$ cat src/rtl/display_pkg.sv
// display_pkg: shared segment types, blank pattern and hex-to-segment table for the scan driver
package display_pkg;
  typedef logic [6:0] seg_t;
  typedef enum logic {BLANK, SHOW} phase_t;
  localparam seg_t SEG_BLANK = 7'h7F;
  localparam seg_t SEG_TABLE [16] = '{
    7'h40, 7'h79, 7'h24, 7'h30, 7'h19, 7'h12, 7'h02, 7'h78,
    7'h00, 7'h10, 7'h08, 7'h03, 7'h46, 7'h21, 7'h06, 7'h0E
  };
endpackage

$ cat src/rtl/hex7seg.sv
// hex7seg: combinational hex nibble to active-low gfedcba segment lookup
module hex7seg
  import display_pkg::*;
(
  input  logic [3:0] hex,
  output seg_t       seg
);
  assign seg = SEG_TABLE[hex];
endmodule

$ cat src/rtl/display_scan_driver.sv
// display_scan_driver: time-multiplexed 7-segment scanner with per-slot blanking and per-frame input snapshot
module display_scan_driver
  import display_pkg::*;
#(
  parameter int N_DIGITS     = 8,
  parameter int SLOT_CYCLES  = 100000,
  parameter int BLANK_CYCLES = 1000
) (
  input  logic                  clk,
  input  logic                  reset,
  input  logic [4*N_DIGITS-1:0] digits,
  input  logic [N_DIGITS-1:0]   digit_en,
  input  logic [N_DIGITS-1:0]   dp_mask,
  output logic [N_DIGITS-1:0]   an,
  output seg_t                  seg,
  output logic                  dp,
  output logic                  frame_tick
);
  localparam int CW = $clog2(SLOT_CYCLES);
  localparam int IW = $clog2(N_DIGITS);
  localparam logic [CW-1:0] CNT_MAX = CW'(SLOT_CYCLES - 1);
  localparam logic [CW-1:0] CNT_BLANK = CW'(BLANK_CYCLES);
  localparam logic [IW-1:0] IDX_MAX = IW'(N_DIGITS - 1);
  localparam logic [N_DIGITS-1:0] AN_ONE = N_DIGITS'(1);
  if (N_DIGITS < 2 || SLOT_CYCLES < 2 || BLANK_CYCLES < 1 || BLANK_CYCLES >= SLOT_CYCLES) begin : g_bad_params
    $error("display_scan_driver: illegal N_DIGITS/SLOT_CYCLES/BLANK_CYCLES");
  end
  logic [CW-1:0] cnt, cnt_nxt;
  logic [IW-1:0] idx, idx_nxt;
  phase_t state, state_nxt;
  logic [4*N_DIGITS-1:0] snap_digits;
  logic [N_DIGITS-1:0] snap_en, snap_dp, an_nxt;
  seg_t hex_seg, seg_nxt;
  logic dp_nxt, frame_start, lit;
  hex7seg u_hex7seg (
    .hex(snap_digits[{idx, 2'b00} +: 4]),
    .seg(hex_seg)
  );
  always_comb begin
    frame_start = cnt == '0 && idx == '0;
    cnt_nxt = cnt == CNT_MAX ? '0 : cnt + 1'b1;
    idx_nxt = cnt != CNT_MAX ? idx : idx == IDX_MAX ? '0 : idx + 1'b1;
    state_nxt = cnt_nxt < CNT_BLANK ? BLANK : SHOW;
    lit = state == SHOW && snap_en[idx];
    an_nxt = lit ? ~(AN_ONE << (IDX_MAX - idx)) : '1;
    seg_nxt = lit ? hex_seg : SEG_BLANK;
    dp_nxt = ~(lit && snap_dp[idx]);
  end
  always_ff @(posedge clk) begin
    if (reset) begin
      cnt <= '0;
      idx <= '0;
      state <= BLANK;
      snap_digits <= '0;
      snap_en <= '0;
      snap_dp <= '0;
      an <= '1;
      seg <= SEG_BLANK;
      dp <= 1'b1;
      frame_tick <= 1'b0;
    end else begin
      cnt <= cnt_nxt;
      idx <= idx_nxt;
      state <= state_nxt;
      an <= an_nxt;
      seg <= seg_nxt;
      dp <= dp_nxt;
      frame_tick <= frame_start;
      if (frame_start) begin
        snap_digits <= digits;
        snap_en <= digit_en;
        snap_dp <= dp_mask;
      end
    end
  end
endmodule

$ cat config.mk
export PLATFORM = sky130hd
export DESIGN_NAME = display_scan_driver
export DESIGN_NICKNAME = d
export VERILOG_FILES = /design/src/rtl/display_pkg.sv /design/src/rtl/hex7seg.sv /design/src/rtl/display_scan_driver.sv
export SDC_FILE = /design/constraint.sdc
export NUM_CORES = 1
export LEC_CHECK = 0
export CAP_MARGIN = 20
export CORE_ASPECT_RATIO = 0.9
export CORE_MARGIN = 2
export CORE_UTILIZATION = 59
export CTS_BUF_LIST = sky130_fd_sc_hd__clkbuf_4
export DETAILED_ROUTE_END_ITERATION = 10
export PLACE_DENSITY = 0.84
export SLEW_MARGIN = 20
export SYNTH_ARGS = -nofsm -noshare
export SYNTH_HDL_FRONTEND = slang
export SYNTH_SLANG_ARGS = --single-unit
$ cat constraint.sdc
create_clock -name clk -period 6.22 [get_ports clk]
set_clock_uncertainty 0.2 [all_clocks]
set_input_delay 0.933 -clock clk [delete_from_list [all_inputs] [get_ports clk]]
set_output_delay 0.933 -clock clk [all_outputs]
set_load 0.01 [all_outputs]
==> summary.txt <==
Run status
  – Outcome: complete, no violations

Timing
  – Worst-Margin Slew: roughly 1.1 ns
  – Post-layout min period: a little under 3 ns
  – Slew headroom: 29.3%
  – Crit share post-route: a little under half
  – Setup ws final: 3.24 ns
  – RSZ-0062 raised after global routing: no
  – Max-slew violations: 0
  – Setup violations, final: 0
  – Fmax: 335 MHz
  – Final Hold Viols: 0
  – Setup TNS Final: 0 ns

Floorplanning
  – CORE AREA: 6220 um^2
  – I/O pin count: 67
  – Initial core utilization: 62.0%
  – Die Span Y: 80.7 um
  – Row count: 27
  – Die ar.: 7190 um^2
  – Chip width: roughly 89 um

CTS
  – Clock Latency Late Sink: 0.40 ns
  – Clock transition at path regs: 0.12 ns
  – H-tree levels: 3
  – Post-CTS setup buffer count: 0
  – Hold_buf cts: 0
  – Clock Sinks: 86
  – Clk root buf: clkbuf_4
  – # resized after CTS: 0
  – Number of CTS-inserted buffers: 9
  – Max Root-Sink Buffers: 2
  – CTS tree: done

Setup path
  – Critical Path RT: 6.31 ns
  – Slowest cell on crit path: dfxtp_1
  – CP Data Arrival Time: 3.07 ns
  – CP Launch Point: idx[0]
  – Crit path launch type: register
  – Setup CP Type: register to register
  – Worst path cell trace: mux4_2 > nand2_1 > nand2_1 > inv_1 > ha_1 > inv_1 > mux4_2 > nand2b_1
  – CP peak stage delay: 0.88 ns
  – Worst path bufs/invs: 2
  – Crit end category: register
  – R2R Path Start: idx[0]
  – Cell family with most CP delay: multiplexers
  – CP Max Fanout: 15

Synth
  – FFs w/ async S/R, synth: 0%
  – Top FF cell, synth: dfxtp_1
  – Synth top area share: 44.7%
  – Area leader, netlist: dfxtp_1
  – Number of enable flip-flop cells after synthesis: 0
  – Cell count after synthesis: 436
  – Yosys cell types: 43
  – Synthesized cell area: 3850 um^2
  – Synth cell count leaders: nand2_1 (124), dfxtp_1 (86), a21oi_1 (52)
  – Synth Register Bits: 86
  – Synth warn: 0
  – Post-synthesis sequential area ratio: 44.7%
  – Syn avg cell area: 8.84 um^2
  – Mapped Nets: 500
  – Synth top area cells: dfxtp_1 (45%), nand2_1 (12%), mux4_2 (7.6%), a21oi_1 (6.8%), ha_1 (4.5%)
  – Most frequent cell after synthesis: nand2_1

Run
  – Max-cap violations: 0

Routing
  – Via-to-Cell Ratio: 5.49
  – Via count: 3177
  – Antenna Nets Post-Route: 0
  – Final WL: 8300 um
  – DRT iter0 DRCs: 217
  – DRT Pass-1 Iters: 5
  – # DRC: 0
  – Wire per inst: approximately 14 um

Final layout
  – Syn-to-layout area delta: 20.2%
  – N_diodes: 0
  – Share of layout cells above drive strength 1: 7.72%
  – FILL cells: 470
  – Nets: 551

Power and ir drop
  – P_leak: 1.75 nW
  – Worst VDD drop: 149 uV
  – Power Dens Cells: 229 nW/um^2

Placed design
  – Hpwl dp: 5950 um
  – PortBufs: 66
  – Worst slack at placement: around 3.2 ns
  – RD Place Congestion: 0.846

Global routing
  – Largest net degree at the start of global routing: 61
  – GR Overflow Total: 0
  – Vias in the first global route: 2895
  – Gr usage total: 24.5%
  – First-pass GRT wire length: 13500 um
  – Initial antenna violation count: 0

Worst hold path
  – Min-delay src: snap_digits[9]
  – Min-Delay Path Class: register to register
state kept, by name (all words and copies together), names as in the netlist:
| register | cells |
|---|---|
| an | 8 |
| frame_tick | 1 |
| cnt | 17 |
| dp | 1 |
| seg | 7 |
| snap_dp | 8 |
| snap_digits | 32 |
| snap_en | 8 |
| idx | 3 |
| state | 1 |
layout by cell type (no fill, tap or decap), drive strengths merged, types with 3 or more instances in the layout:
cell type      count
dfxtp             86
clkdlybuf4s50     65
nand2            124
nor2              25
mux2i              8
xnor2              7
inv                9
a21oi             52
xor2               9
nand2b             4
and3               3
and4               3
mux4              13
nor3               7
nand3              8
clkbuf            10
ha                14
nand4              6
o21ai              3
o221ai             4
clkinv             5
buf                3
nor4               3
stage by stage:
step | power, mW | area [um^2] | hold WS [ns] | cells | utilization (%)
final | 1.06 | 4630 | 0.259 | 579 | 74.5
after global routing | 1.11 | 4630 | 0.274 | 579 | 74.5
after CTS | 1.06 | 4630 | 0.261 | 579 | 74.5
after detailed placement | 0.766 | 4490 | 0.244 | 563 | 72.2
after global placement | 0.760 | 4490 | 0.235 | 563 | 72.2
after floorplan | 0.712 | 3850 | 0.229 | 436 | -
where the power goes:
part           switching [mW]  internal [mW]
combinational          0.0830         0.0734
clock                   0.176          0.126
sequential             0.0183          0.582
layout make-up:
type / count / area (um^2) / area share (%)
Multi-Input combinational cell: 312 / 1960 / 42.2
Sequential cell: 86 / 1720 / 37.2
Timing Repair Buffer: 68 / 671 / 14.5
Tap cell: 87 / 109 / 2.35
Clock buffer: 10 / 75.1 / 1.62
Clock inverter: 6 / 62.6 / 1.35
Inverter: 10 / 37.5 / 0.810
logic make-up after synthesis:
| family | share of synthesized area, % |
|---|---|
| compound gates | 9.87 |
| xor+xnor | 3.64 |
| fa+ha+maj | 4.55 |
| buf+inv | 4.84 |
| flops | 44.7 |
| mux | 10.9 |
| simple gates | 21.5 |
worst register-to-register path: stages (launching register included):
cell      delay [ns]
dfxtp_1         0.88
mux4_2          0.61
nand2_1         0.10
nand2_1         0.14
inv_1           0.16
ha_1            0.14
inv_1           0.05
mux4_2          0.45
nand2b_1        0.15
final timing paths:
kind,to,slack [ns],cells after the start
setup / recovery,seg[3],3.24,8
setup reg to reg,seg[3],3.24,8
hold / removal,snap_digits[9],0.26,2
hold reg to reg,snap_digits[9],0.26,2
metal layers:
layer / vias to the layer above / global-route usage (%) / wire (um) / share of wire, %
met5: - / 0 / 0 / 0
met4: 0 / 6.87 / 57 / 0.69
met3: 7 / 6.78 / 508 / 6.1
met2: 116 / 36.8 / 3870 / 47
met1: 1473 / 34.6 / 3860 / 46
li1: 1581 / - / - / -
Note: power is estimated with default switching activity, not from simulation.
